`src/rtl/mul_issue_unit_pkg.sv`:
```
// Shared types for the multiplier issue path: data word, multiply op
// encoding and the nominal multiplier latency.
package mgt_01_pkg;

  localparam int XLEN = 32;

  typedef logic [XLEN-1:0] data_u;

  typedef enum logic [1:0] {
    MUL_U    = 2'd0,
    MULH_U   = 2'd1,
    MULHSU_U = 2'd2,
    MULHU_U  = 2'd3
  } mul_ops_e;

  localparam int MUL_LATENCY_C = 3;

endpackage

```
`src/rtl/mul_issue_unit_track_stage.sv`:
```
// One {valid, rd} slot of the destination-tag tracker; flush kills the
// slot even while the pipeline is frozen.
module mul_track_stage #(
  parameter int TAG_W = 5
) (
  input  logic             clk,
  input  logic             rst_n,
  input  logic             en,
  input  logic             flush,
  input  logic             d_valid,
  input  logic [TAG_W-1:0] d_rd,
  output logic             q_valid,
  output logic [TAG_W-1:0] q_rd
);

  always_ff @(posedge clk or negedge rst_n) begin
    if (!rst_n) begin
      q_valid <= 1'b0;
      q_rd    <= '0;
    end else if (flush) begin
      q_valid <= 1'b0;
    end else if (en) begin
      q_valid <= d_valid;
      q_rd    <= d_rd;
    end
  end

endmodule

```
`src/rtl/mul_issue_unit.sv`:
```
// Issue/tracking front-end for the fixed-latency pipelined multiplier:
// operand drive, rd tag tracking, hazard query and writeback.
module mul_issue_unit
  import mgt_01_pkg::*;
#(
  parameter int  MUL_LATENCY = MUL_LATENCY_C,
  parameter int  TAG_W       = 5,
  localparam int CNT_W       = $clog2(MUL_LATENCY + 1)
) (
  input  logic             clk_i,
  input  logic             rst_n_i,

  input  logic             issue_valid_i,
  output logic             issue_ready_o,
  input  mul_ops_e         issue_op_i,
  input  data_u            issue_rs1_i,
  input  data_u            issue_rs2_i,
  input  logic [TAG_W-1:0] issue_rd_i,

  input  logic             flush_i,

  output data_u            mul_op_A_o,
  output data_u            mul_op_B_o,
  output mul_ops_e         mul_ops_o,
  output logic             mul_clk_en_o,
  input  data_u            mul_result_i,

  output logic             wb_valid_o,
  input  logic             wb_ready_i,
  output logic [TAG_W-1:0] wb_rd_o,
  output data_u            wb_data_o,

  input  logic [TAG_W-1:0] q_rs1_i,
  input  logic [TAG_W-1:0] q_rs2_i,
  output logic             hazard_o,
  output logic [CNT_W-1:0] inflight_o
);

  localparam int HEAD = MUL_LATENCY - 1;

  logic             stall;
  logic             accept;
  logic             wb_fire;

  logic             stg_valid [MUL_LATENCY];
  logic [TAG_W-1:0] stg_rd    [MUL_LATENCY];

  logic [CNT_W-1:0] cnt;

  assign stall         = wb_valid_o && !wb_ready_i;
  assign mul_clk_en_o  = !stall;
  assign issue_ready_o = !stall && !flush_i;
  assign accept        = issue_valid_i && issue_ready_o;
  assign wb_fire       = wb_valid_o && wb_ready_i;

  // Idle operands are zeroed to keep the multiplier array quiet.
  assign mul_op_A_o = accept ? issue_rs1_i : '0;
  assign mul_op_B_o = accept ? issue_rs2_i : '0;
  assign mul_ops_o  = accept ? issue_op_i  : MUL_U;

  for (genvar i = 0; i < MUL_LATENCY; i++) begin : g_trk
    logic             d_valid;
    logic [TAG_W-1:0] d_rd;

    if (i == 0) begin : g_in
      assign d_valid = accept;
      assign d_rd    = accept ? issue_rd_i : '0;
    end else begin : g_sh
      assign d_valid = stg_valid[i-1];
      assign d_rd    = stg_rd[i-1];
    end

    mul_track_stage #(
      .TAG_W (TAG_W)
    ) u_stage (
      .clk     (clk_i),
      .rst_n   (rst_n_i),
      .en      (mul_clk_en_o),
      .flush   (flush_i),
      .d_valid (d_valid),
      .d_rd    (d_rd),
      .q_valid (stg_valid[i]),
      .q_rd    (stg_rd[i])
    );
  end

  assign wb_valid_o = stg_valid[HEAD];
  assign wb_rd_o    = stg_rd[HEAD];
  assign wb_data_o  = wb_valid_o ? mul_result_i : '0;

  // x0 is never a real dependency, so rd == 0 never raises a hazard.
  always_comb begin
    hazard_o = 1'b0;
    for (int i = 0; i < MUL_LATENCY; i++) begin
      if (stg_valid[i] && (stg_rd[i] != '0) &&
          ((stg_rd[i] == q_rs1_i) ||
           (stg_rd[i] == q_rs2_i)))
        hazard_o = 1'b1;
    end
  end

  always_ff @(posedge clk_i or negedge rst_n_i) begin
    if (!rst_n_i) begin
      cnt <= '0;
    end else if (flush_i) begin
      cnt <= '0;
    end else begin
      unique case (1'b1)
        accept && !wb_fire: cnt <= cnt + CNT_W'(1);
        !accept && wb_fire: cnt <= cnt - CNT_W'(1);
        default:            cnt <= cnt;
      endcase
    end
  end

  assign inflight_o = cnt;

endmodule

```
`config.mk`:
```
export PLATFORM = sky130hd
export DESIGN_NAME = mul_issue_unit
export DESIGN_NICKNAME = d
export VERILOG_FILES = /design/src/rtl/mul_issue_unit_pkg.sv /design/src/rtl/mul_issue_unit_track_stage.sv /design/src/rtl/mul_issue_unit.sv
export SDC_FILE = /design/constraint.sdc
export NUM_CORES = 1
export LEC_CHECK = 0
export ABC_AREA = 1
export CAP_MARGIN = 20
export CORE_MARGIN = 2
export CORE_UTILIZATION = 38
export CTS_BUF_LIST = sky130_fd_sc_hd__clkbuf_8
export CTS_CLUSTER_DIAMETER = 60
export CTS_CLUSTER_SIZE = 25
export DETAILED_ROUTE_END_ITERATION = 8
export PLACE_DENSITY = 0.9
export SLEW_MARGIN = 10
export SYNTH_ARGS = -nofsm -noshare
export SYNTH_HDL_FRONTEND = slang
export SYNTH_HIERARCHICAL = 1
export SYNTH_SLANG_ARGS = --single-unit
```
`constraint.sdc`:
```
create_clock -name clk_i -period 2.6 [get_ports clk_i]
set_input_delay 0.78 -clock clk_i [delete_from_list [all_inputs] [get_ports clk_i]]
set_output_delay 0.78 -clock clk_i [all_outputs]
set_load 0.03 [all_outputs]
```
* Word level (Yosys, flattened, before mapping)
Cells that the tools add are included.
Word-level totals: register bits after elaboration 20, input bits 118
Operators by class: $add $sub $neg 2, equal/unequal tests 7, multiplexer cells 16, bitwise logic cells 2, reductions and logical operators 25
Operator list (count):
- $mux 32 | 3
- $eq 5x5->1 | 6
- $reduce_bool 5->1 | 3
- $logic_and 1x1->1 | 12
- $mux 1 | 9
- $logic_not 1->1 | 5
- $mux 5 | 1
- $mux 2 | 2
- $pmux 2 s2 | 1
- $logic_or 1x1->1 | 3
- $reduce_bool 3->1 | 1
- $add 2x1->2 const B | 1
- $ne 2x2->1 const B | 1
- $not 1->1 | 2
- $reduce_and 2->1 | 1
- $sub 2x1->2 const B | 1

* Logic depth before layout (Yosys ltp)
depth in word-level cells 9, gate-level depth with buffers 8, mapped depth without buffers 8

* Hierarchy
The synthesis kept the hierarchy.
By module, submodules not included:
- mul_issue_unit | times used 1, cells each 373, area each 2189.6 um^2, sequential area each 50.0 um^2
- mul_track_stage | times used 3, cells each 28, area each 255.2 um^2, sequential area each 150.1 um^2

* Worst setup path before layout
OpenSTA, ideal clock, no wires.
path kind input-to-output, from input wb_ready_i, to output mul_op_A_o[31], arrival 1.740 ns, data required time 1.820 ns, path slack 0.080 ns, stages on the path 5, cells stage by stage inv_1 > nand2_2 > nand3_4 > buf_12 > nor2_1
On the way: longest elaborated chain between the ends 6
RTL lines:
- start: declaration | RTL line mul_issue_unit.sv:29 | input logic wb_ready_i,
- $logic_not 1->1 | RTL line mul_issue_unit.sv:50 | assign stall = wb_valid_o && !wb_ready_i;
- $logic_and 1x1->1 | RTL line mul_issue_unit.sv:50
- $logic_not 1->1
- via mul_clk_en_o | RTL line mul_issue_unit.sv:25 | output logic mul_clk_en_o,
- $logic_and 1x1->1 | RTL line mul_issue_unit.sv:52 | assign issue_ready_o = !stall && !flush_i;
- $logic_and 1x1->1 | RTL line mul_issue_unit.sv:53 | assign accept = issue_valid_i && issue_ready_o;
- $mux 32 | RTL line mul_issue_unit.sv:57 | assign mul_op_A_o = accept ? issue_rs1_i : '0;
- end: declaration | RTL line mul_issue_unit.sv:22 | output data_u mul_op_A_o,
The timed path passes the listed nets, and every way through them passes these cells.

* Worst setup path in the final report
from input wb_ready_i, to output mul_op_B_o[25]
On the way: longest elaborated chain between the ends 6
RTL lines:
- $logic_not 1->1 | RTL line mul_issue_unit.sv:50
- $logic_and 1x1->1 | RTL line mul_issue_unit.sv:50
- $logic_not 1->1 | RTL line mul_issue_unit.sv:52
- $logic_and 1x1->1 | RTL line mul_issue_unit.sv:52
- $logic_and 1x1->1 | RTL line mul_issue_unit.sv:53
- $mux 32 | RTL line mul_issue_unit.sv:58 | assign mul_op_B_o = accept ? issue_rs2_i : '0;
- end: declaration | RTL line mul_issue_unit.sv:23 | output data_u mul_op_B_o,
No other way between the ends.

==> results.yml <==
synthesis:
  synthArstFlopShare: 1.00
  ys_seq_area_frac: 0.169
  yosys-top-cells-area: "nor2_4 26%, nand2_1 18%, inv_1 17%"
  synth.top_cell.area_share: 0.263
  synth-edff-count: 0
  yosys.area.top_type: "nor2_4"
  synth_cell_types: 20
  synth_area_um2: 2960
  yosys-mux-area-fraction: 0
  synthAdderAreaFrac: 0
  synth_nets: 575
  synth_most_common_cell: "nand2_1"
  dominantRegCellSynth: "dfrtp_1"
  synth-compound-area-share: 0.00847
  synth_top_family_by_area: "simple AND/OR/NAND/NOR gates"
  synth-xor-area-share: 0.0267
  synth.top_cells.by_count: "142 x nand2_1, 135 x inv_1, 69 x nor2_4, 27 x nand3_1, 21 x nor2_1"
  ys_seq_elements: 20
  avgSynthCellArea_um2: 6.47
  synthSimpleGateAreaFrac: 0.548
  ys_warn_count: 6
  syn_inst: 457
finish:
  fin_nets: 822
  fillCellCount: 552
  drive_gt1_frac: 0.323
  postLayoutCellArea_um2: 5520
  antenna_cells_inserted: 0
  areaGrowthSynthToFinish_pct: 86.9
  final_cells: 804
clock_network:
  cts_root_buffer: "clkbuf_8"
  clk_pin_slew_ps: 70
  cts_buffers: 3
  numClockSinks: 20
  clock_latency_ps: 250
  tritoncts: "yes"
  htreeDepth: 1
  clock_path_buffers: 2
grt:
  use_met3: 0.0666
  grt_pass1_vias: 3509
  overflow: 0
  grt_use_met1: 0.253
  grt_pass1_wl_um: 17000
  gr-usage-met2: 0.472
  grtUsageTotal: 0.250
  top_usage_layer: "met2"
  grt_max_degree: 40
  grt_antenna_before_repair: 0
critical_path:
  slowest_delay_ps: 190
  crit_type: "input pin to primary output"
  required_ps: 1820
  crit_path_start_kind: "input pin"
  path_cells: "buf_2 > inv_2 > nand2_4 > nand3_4 > buf_8 > buf_16 > nor2_4 > buf_6"
  crit_fanout: 7
  slowest_stage: "buf_8"
  critPathCaptureType: "primary output"
  cp.arrival_ps: 1770
pwr:
  powerDensity_nw_per_um2: 243
  leakage_nw: 3.12
  peakVddDrop_uv: 141
  power_mw: 1.34
sta:
  worst_pin_slew_ps: 362
  fin_crit_ps: 2550
  slew_headroom: 0.759
  hold_viol: 0
  finalWorstSetupSlack_ps: 54.8
  final.period_utilization: 0.979
  skew_ps: 2.25
  rsz0062_at_grt: "no"
  setup_viol_count_final: 0
  fmax_mhz: 393
  slew_violations: 0
floorplanning:
  die-area_um2: 8500
  core-area_um2: 7650
  ios: 227
  die_x_um: 92.2
  num_rows: 32
  die_h_um: 92.2
  start_util: 0.386
routing:
  viasPerCell: 4.43
  first_pass_iters: 4
  drt_iter0_markers: 153
  wire_per_inst_um: 13.9
  via_count: 3563
  drtAntennaViolNets: 0
  route.detailed.drc: 0
  totalWireLength_um: 11200
placement:
  dp.cells: 795
  placed_cell_area_um2: 5210
  gp_congestion: 0.933
  hpwl_um: 8600
  post-place-ws_ps: -356
  portBuffers: 226
run_status:
  status: "finished clean"
worst_hold_path:
  worstHoldPathType: "flop to flop"
run:
  cap_violations: 0
==> report_power, final <==
part	internal (mW)	switching, mW
clock network	0.103	0.0922
registers	0.332	0.0333
logic	0.387	0.396
==> worst max-delay path: cells and delay by family <==
family / cells / cell delay, ps
buffers and inverters: 5 / 660
AND/OR/NAND/NOR: 3 / 310
==> final cells by class <==
class	count	area [um2]	area share
multi-input combinational	284	1730	0.313
tap	102	128	0.0231
inverter	138	518	0.0938
clock buffer	3	41.3	0.00747
timing repair buffer	257	2610	0.472
sequential	20	500	0.0906
==> routing by layer <==
metal | part of all wire | up-vias
li1 | - | 1761
met1 | 0.33 | 1588
met2 | 0.53 | 168
met3 | 0.082 | 46
met4 | 0.049 | 0
met5 | 0 | -
==> placed cells by master, fill, tap and decap left out, types with 11 or more instances in the layout <==
| cell type | instances |
|---|---|
| nand2_1 | 142 |
| buf_12 | 11 |
| nor2_1 | 20 |
| dfrtp_1 | 20 |
| clkdlybuf4s50_1 | 111 |
| buf_4 | 67 |
| buf_6 | 49 |
| nand3_1 | 27 |
| nor2_4 | 69 |
| inv_1 | 133 |
==> final timing paths <==
check,startpoint,depth (start not counted),slack (ps),endpoint
setup / recovery,wb_ready_i,8,50,mul_op_B_o[25]
hold / removal,g_trk[0].u_stage/q_valid$_DFFE_PN0P_,2,520,g_trk[0].u_stage/q_valid$_DFFE_PN0P_
setup reg to reg,g_trk[2].u_stage/q_valid$_DFFE_PN0P_,9,840,inflight_o[1]$_DFFE_PN0P_
hold reg to reg,g_trk[0].u_stage/q_valid$_DFFE_PN0P_,2,520,g_trk[0].u_stage/q_valid$_DFFE_PN0P_
max in group asynchronous,rst_n_i,2,1520,g_trk[2].u_stage/q_rd[3]$_DFFE_PN0P_
min in group asynchronous,rst_n_i,2,870,inflight_o[0]$_DFFE_PN0P_
==> registers in the layout, indices dropped and copies added, names as in the netlist <==
| register | flops |
|---|---|
| g_trk.u_stage/q_rd | 15 |
| inflight_o | 2 |
| g_trk.u_stage/q_valid | 3 |
==> timing repair <==
action | 4_1_cts | 5_1_grt
setup buffers | 2 | 0
hold buffers | 0 | 0
setup endpoints to repair | 68 | 54
cloned | 2 | 2
pin swaps | 0 | 4
resized for setup | 57 | 37
==> through the flow <==
stage / hold slack, ps / utilization / setup TNS, ps
finish: 519 / 0.722 / 0
global route: 558 / 0.722 / 0
CTS: 516 / 0.715 / -508
detailed placement: 499 / 0.682 / -18840
global placement: 496 / 0.682 / -17950
floorplan: 458 / - / 0
==> cell families after synthesis <==
| kind of cell | after synthesis |
|---|---|
| AND/OR/NAND/NOR | 270 |
| flip-flops | 20 |
| buffers and inverters | 153 |
| XOR/XNOR | 9 |
| AO/OA/AOI/OAI | 5 |
Note: power is estimated with default switching activity, not from simulation.
